File: config.mk
export PLATFORM = sky130hd
export DESIGN_NAME = multiword_adder_seq_flat
export DESIGN_NICKNAME = d
export VERILOG_FILES = /design/src/rtl/multiword_adder_seq_if.sv /design/src/rtl/multiword_adder_seq.sv /design/src/flat_wrapper.sv
export SDC_FILE = /design/constraint.sdc
export NUM_CORES = 1
export LEC_CHECK = 0
export ABC_AREA = 1
export BUFFER_PORTS_ARGS = -buffer_cell sky130_fd_sc_hd__buf_4
export CAP_MARGIN = 25
export CORE_AREA = 2 2 181 183
export DETAILED_ROUTE_END_ITERATION = 8
export DIE_AREA = 0 0 183 185
export PLACE_DENSITY = 0.57
export RECOVER_POWER = 100
export SLEW_MARGIN = 5
export SYNTH_ARGS = -nofsm -noshare
export SYNTH_HDL_FRONTEND = slang
export SYNTH_SLANG_ARGS = --single-unit
File: constraint.sdc
create_clock -name clk_i -period 3.52 [get_ports clk_i]
set_input_delay 0.704 -clock clk_i [delete_from_list [all_inputs] [get_ports clk_i]]
set_output_delay 0.704 -clock clk_i [all_outputs]
set_load 0.005 [all_outputs]
File: src/rtl/multiword_adder_seq_if.sv
// ---------------------------------------------------------------------------
// multiword_adder_seq_if
//   Operand/result bus of the sequential multi-word adder.
//
//   Handshake: a transfer happens on a rising clock edge where both valid and
//   ready of that channel are 1. A source holds valid (and its payload) until
//   that edge; a sink may raise or drop ready at any time and ready never
//   depends combinationally on valid.
//
//   Operand channel (master -> slave): valid_i, A_i, B_i, Cin_i
//                                      [sub_i with MULTIWORD_ADDER_SUB_EN]
//                   (slave -> master): ready_o
//   Result channel  (slave -> master): valid_o, Sum_o, Cout_o
//                   (master -> slave): ready_i
//   Debug           (slave -> master): state_dbg (FSM state register)
//
//   Optional macro: MULTIWORD_ADDER_SUB_EN adds the sub_i operand bit.
// ---------------------------------------------------------------------------
interface multiword_adder_seq_if #(
  parameter int WORDS = 4
);
  localparam int W = 16 * WORDS;

  logic         valid_i;
  logic         ready_o;
  logic [W-1:0] A_i;
  logic [W-1:0] B_i;
  logic         Cin_i;
`ifdef MULTIWORD_ADDER_SUB_EN
  logic         sub_i;
`endif
  logic         valid_o;
  logic         ready_i;
  logic [W-1:0] Sum_o;
  logic         Cout_o;
  logic [1:0]   state_dbg;

  modport master (
    output valid_i, A_i, B_i, Cin_i,
`ifdef MULTIWORD_ADDER_SUB_EN
    output sub_i,
`endif
    output ready_i,
    input  ready_o, valid_o, Sum_o, Cout_o, state_dbg
  );

  modport slave (
    input  valid_i, A_i, B_i, Cin_i,
`ifdef MULTIWORD_ADDER_SUB_EN
    input  sub_i,
`endif
    input  ready_i,
    output ready_o, valid_o, Sum_o, Cout_o, state_dbg
  );
endinterface

File: src/rtl/multiword_adder_seq.sv
// ---------------------------------------------------------------------------
// multiword_adder_seq
//   Sequential wide adder: adds two WORDS x 16-bit operands one 16-bit slice
//   per clock, least-significant slice first, chaining the registered carry.
//
//   Ports:
//     clk_i   - clock, rising edge
//     rst_ni  - asynchronous active-low reset
//     bus     - multiword_adder_seq_if.slave (operand in, result out,
//               FSM state on bus.state_dbg)
//
//   FSM: IDLE (ready_o=1) -> RUN (WORDS cycles) -> DONE (valid_o=1) -> IDLE.
//   Sum_o carries partial slices while in RUN; it is meaningful only while
//   valid_o=1.
//
//   Optional macro: MULTIWORD_ADDER_SUB_EN adds bus.sub_i; when set at
//   capture the block computes A-B (B inverted, initial carry 1, Cin_i
//   ignored) and Cout_o=1 means no borrow.
// ---------------------------------------------------------------------------
module multiword_adder_seq #(
  parameter int WORDS = 4
) (
  input  logic                 clk_i,
  input  logic                 rst_ni,
  multiword_adder_seq_if.slave bus
);
  localparam int W  = 16 * WORDS;
  localparam int IW = (WORDS > 1) ? $clog2(WORDS) : 1;
  localparam logic [IW-1:0] LAST_IDX = IW'(WORDS - 1);

  typedef enum logic [1:0] {
    IDLE = 2'd0,
    RUN  = 2'd1,
    DONE = 2'd2
  } state_t;

  state_t        state_q, state_d;
  logic [W-1:0]  a_q, b_q, sum_q;
  logic [IW-1:0] idx_q;
  logic          carry_q;
  logic          cout_q;
  logic          cin_eff;
  logic [15:0]   a_slice, b_slice;
  logic [16:0]   slice_sum;
`ifdef MULTIWORD_ADDER_SUB_EN
  logic          sub_q;
`endif

  // State register
  always_ff @(posedge clk_i or negedge rst_ni) begin
    if (!rst_ni) state_q <= IDLE;
    else         state_q <= state_d;
  end

  // Next-state logic
  always_comb begin
    state_d = state_q;
    unique case (state_q)
      IDLE:    if (bus.valid_i)         state_d = RUN;
      RUN:     if (idx_q == LAST_IDX)   state_d = DONE;
      DONE:    if (bus.ready_i)         state_d = IDLE;
      default:                          state_d = IDLE;
    endcase
  end

  // Slice adder. {idx_q, 4'd0} is 16*idx without a multiplier.
  always_comb begin
    a_slice = a_q[{idx_q, 4'd0} +: 16];
    b_slice = b_q[{idx_q, 4'd0} +: 16];
`ifdef MULTIWORD_ADDER_SUB_EN
    if (sub_q) b_slice = ~b_slice;
    cin_eff = bus.sub_i ? 1'b1 : bus.Cin_i;
`else
    cin_eff = bus.Cin_i;
`endif
    slice_sum = {1'b0, a_slice} + {1'b0, b_slice} + {16'd0, carry_q};
  end

  // Datapath registers
  always_ff @(posedge clk_i or negedge rst_ni) begin
    if (!rst_ni) begin
      a_q     <= '0;
      b_q     <= '0;
      sum_q   <= '0;
      idx_q   <= '0;
      carry_q <= 1'b0;
      cout_q  <= 1'b0;
`ifdef MULTIWORD_ADDER_SUB_EN
      sub_q   <= 1'b0;
`endif
    end else begin
      unique case (state_q)
        IDLE: begin
          if (bus.valid_i) begin
            a_q     <= bus.A_i;
            b_q     <= bus.B_i;
            idx_q   <= '0;
            carry_q <= cin_eff;
            cout_q  <= 1'b0;
`ifdef MULTIWORD_ADDER_SUB_EN
            sub_q   <= bus.sub_i;
`endif
          end
        end
        RUN: begin
          sum_q[{idx_q, 4'd0} +: 16] <= slice_sum[15:0];
          carry_q                    <= slice_sum[16];
          if (idx_q == LAST_IDX) cout_q <= slice_sum[16];
          else                   idx_q  <= idx_q + IW'(1);
        end
        default: ;
      endcase
    end
  end

  assign bus.ready_o   = (state_q == IDLE);
  assign bus.valid_o   = (state_q == DONE);
  assign bus.Sum_o     = sum_q;
  assign bus.Cout_o    = cout_q;
  assign bus.state_dbg = state_q;
endmodule

File: src/flat_wrapper.sv
// flat-port wrapper written by rule: the top's interface ports become plain ports
module multiword_adder_seq_flat 
#(
  parameter int WORDS = 4
)
  (clk_i, rst_ni, bus_valid_i, bus_A_i, bus_B_i, bus_Cin_i, bus_ready_i, bus_ready_o, bus_valid_o, bus_Sum_o, bus_Cout_o, bus_state_dbg);
  multiword_adder_seq_if #(.WORDS(WORDS)) bus_i ();
  input  logic clk_i;
  input  logic rst_ni;
  input wire logic [$bits(bus_i.valid_i)-1:0] bus_valid_i;
  input wire logic [$bits(bus_i.A_i)-1:0] bus_A_i;
  input wire logic [$bits(bus_i.B_i)-1:0] bus_B_i;
  input wire logic [$bits(bus_i.Cin_i)-1:0] bus_Cin_i;
  input wire logic [$bits(bus_i.ready_i)-1:0] bus_ready_i;
  output wire logic [$bits(bus_i.ready_o)-1:0] bus_ready_o;
  output wire logic [$bits(bus_i.valid_o)-1:0] bus_valid_o;
  output wire logic [$bits(bus_i.Sum_o)-1:0] bus_Sum_o;
  output wire logic [$bits(bus_i.Cout_o)-1:0] bus_Cout_o;
  output wire logic [$bits(bus_i.state_dbg)-1:0] bus_state_dbg;
  assign bus_i.valid_i = bus_valid_i;
  assign bus_i.A_i = bus_A_i;
  assign bus_i.B_i = bus_B_i;
  assign bus_i.Cin_i = bus_Cin_i;
  assign bus_i.ready_i = bus_ready_i;
  assign bus_ready_o = bus_i.ready_o;
  assign bus_valid_o = bus_i.valid_o;
  assign bus_Sum_o = bus_i.Sum_o;
  assign bus_Cout_o = bus_i.Cout_o;
  assign bus_state_dbg = bus_i.state_dbg;
  multiword_adder_seq #(.WORDS(WORDS)) u_core (.clk_i(clk_i), .rst_ni(rst_ni), .bus(bus_i));
endmodule
==> reports/qor.csv <==
metric;value;unit
run status;finished with violations;
failing checks;capacitance limit, slew limit;
Final Critical Period;3.064;ns
CTS clk-pin slew, worst paths;0.08;ns
switch share;49.06;%
Synth top cells by count;584 x nand2_1, 198 x dfrtp_1, 82 x nor2_1;
die area;33860;sq um
Data required, critical path;3.90;ns
Metal-1 WL;13920;um
CP arrival;3.45;ns
dominant cell type by area after synthesis;dfrtp_1;
placed cells;1768;
cells after synthesis;1204;
drt wl/cell;16.39;um
switching power total;0.006337;W
initial antenna violation count;0;
EDFF count, synth;0;
Pre-Repair DR Iteration Count;5;
Final nets;1535;
sequential share of power;29.7;%
CTS buffer count;17;
vias in the first global route;8272;
Synth cell types;34;
largest net degree at the start of global routing;132;
clk sinks;198;
Filler Cell Count;3399;
FF-to-FF setup slack;0.46;ns
die height;185;um
clock skew;0.01608;ns
clk buf depth;2;
Clk Latency, worst-skew pair;0.44;ns
ANT cells;0;
overall global routing resource usage;17.70;%
met3 routed wirelength;1814;um
top_reg_cell synth;dfrtp_1;
Hold WC Path Type;in -> reg;
H-tree depth;4;
grt ovf;0;
DR vias/cell;4.679;
cell-internal power;0.006579;W
TritonCTS clock tree;yes;
min-delay src;bus_ready_i;
DP HPWL;21040;um
power share of the combinational group;55.2;%
startpoint type of the worst setup path;register;
R2R Path Start;u_core.idx_q[0];
met2 WL;13400;um
Die W;183;um
Clk pwr share;15.1;%
Max IR drop VDD;0.0004249;V
Syn Area/Cell;7.875;sq um
clock root buffer;clkbuf_16;
Post-CTS Resized;0;
Achievable Freq;326.4;MHz
io pins;202;
Mapped Area;9482;sq um
vias;8422;
reg2reg path depth;14;
CP Capture Type;register;
PD cells;1087;nW/um^2
Slew headroom;-72.81;%
Seq/Total Area, Yosys;52.26;%
1st-iter DRT viols;615;
ys async rst share;100.0;%
Cell Count, Final, Fillers Out;1800;
flops & latches, synth;198;
IO buf count;201;
Setup TNS Final;0;ns
uppermost layer routed;met4;
Max Cap Viol;2;
initial core utilization;29.59;%
WHS Endpoint;u_core.bus.state_dbg[1];
fin util;37.09;%
postcts setup bufs;0;
Synth top area share;52.26;%
worst-margin pin slew;2.592;ns
hold path depth;2;
row cnt;66;
final wirelength;29510;um
Syn. warnings;0;
total core area;32040;sq um
Max FO, Critical Path;17;
synth-to-layout area growth;25.35;%
reg2reg end;u_core.bus.Sum_o[24];
Final ANT Viol Nets;0;
Setup CP Type;reg -> reg;
# setup viols final;0;
RePlAce Congestion;0.8566;
# hold bufs at CTS;0;
static leakage;6.403;nW
most common cell in the netlist;nand2_1;
final slew viol count;119;
# DRC;0;
Hold Vio Cnt, Final;0;
syn_nets;1360;
period utilization;87.04;%
RSZ-0062 raised after global routing;no;
share of layout cells above drive strength 1;17.82;%
first-pass GRT wire length;46000;um
synth top area cells;dfrtp_1 52%, nand2_1 23%, o21ai_0 4.2%;
-- placed cells by master, fill, tap and decap left out, drive strengths merged, types with 2 or more instances in the layout --
master    count
xnor2         3
clkinv        7
nor3          4
nand3        30
a32oi         2
clkinvlp      2
nand3b        2
o21ai        81
clkbuf       88
nor2         84
ha           21
nand2       587
inv          58
xor2          4
buf         145
a21oi        11
nand4        18
o22ai        30
a22o          8
dfrtp       198
fa            2
-- how the worst max path moves through the flow --
stage / slack (ns) / depth (start not counted) / startpoint / to
after floorplan: 0.78 / 16 / u_core.idx_q[0] / u_core.bus.Sum_o[24]
after global placement: 0.48 / 13 / u_core.idx_q[0] / u_core.bus.Sum_o[23]
after global routing: 0.18 / 14 / u_core.idx_q[0] / u_core.bus.Sum_o[40]
after CTS: 0.45 / 13 / u_core.idx_q[0] / u_core.bus.Sum_o[23]
after detailed placement: 0.47 / 13 / u_core.idx_q[0] / u_core.bus.Sum_o[23]
final: 0.46 / 14 / u_core.idx_q[0] / u_core.bus.Sum_o[24]
-- state kept, by name, summed over array words and instances, names as in the netlist --
signal and cells:
u_core.bus.Cout_o 1, u_core.carry_q 1, u_core.b_q 64, u_core.idx_q 2, u_core.bus.Sum_o 64, u_core.bus.state_dbg 2, u_core.a_q 64
-- power by group through the flow --
stage	Sequential (W)	Combinational [W]	Clock (W)
4_1_cts	0.00384	0.00730	0.00199
3_5_place_dp	0.00387	0.00727	0
3_3_place_gp	0.00387	0.00723	0
2_1_floorplan	0.00366	0.00471	0
5_1_grt	0.00394	0.00809	0.00207
6_report	0.00384	0.00713	0.00195
-- per-stage QoR --
step                hold slack (ns)  setup WS (ns)  total power, W  cell area, sq um
floorplan                    0.4084         0.7824        0.008376              9482
global placement             0.4583         0.4754         0.01110             11380
detailed placement           0.4615         0.4673         0.01114             11380
CTS                          0.2398         0.4472         0.01313             11950
global route                 0.4309         0.1840         0.01410             11890
finish                       0.4443         0.4562         0.01292             11890
-- cell families (layout without fill, tap and decap cells) --
group	after synthesis	after routing	share of synthesized area, %
xor gates and xnor gates	7	7	0.6466
and+or+nand+nor	728	728	30.62
DFF	198	198	52.26
adders and majority gates	23	23	3.193
buffers and inverters	114	302	5.344
AOI/OAI and AO/OA	134	134	7.944
-- routing by layer --
| layer | track usage (%) | up-vias |
|---|---|---|
| li1 | - | 4165 |
| met1 | 25.34 | 3937 |
| met2 | 27.67 | 293 |
| met3 | 3.185 | 27 |
| met4 | 4.576 | 0 |
| met5 | 0 | - |
-- layout make-up --
cell class | instances | area (sq um) | share of cell area [%]
sequential | 198 | 4959 | 41.72
timing repair buffer | 216 | 1628 | 13.70
tap | 408 | 510.5 | 4.295
inverter | 54 | 202.7 | 1.705
multi-input combinational | 892 | 4013 | 33.76
clock buffer | 18 | 429.2 | 3.611
clock inverter | 14 | 143.9 | 1.211
-- critical path: stages, from the launching register on --
cell	delay, ns
dfrtp_4	0.50
inv_2	0.25
buf_4	0.26
nand2_1	0.07
a32oi_1	0.28
inv_1	0.11
fa_1	0.47
inv_1	0.09
nand3_1	0.06
nand3_1	0.13
a21oi_1	0.10
xnor2_1	0.18
clkbuf_1	0.31
nand4_1	0.14
nand2_1	0.08
(Power assumes the default switching activity.)
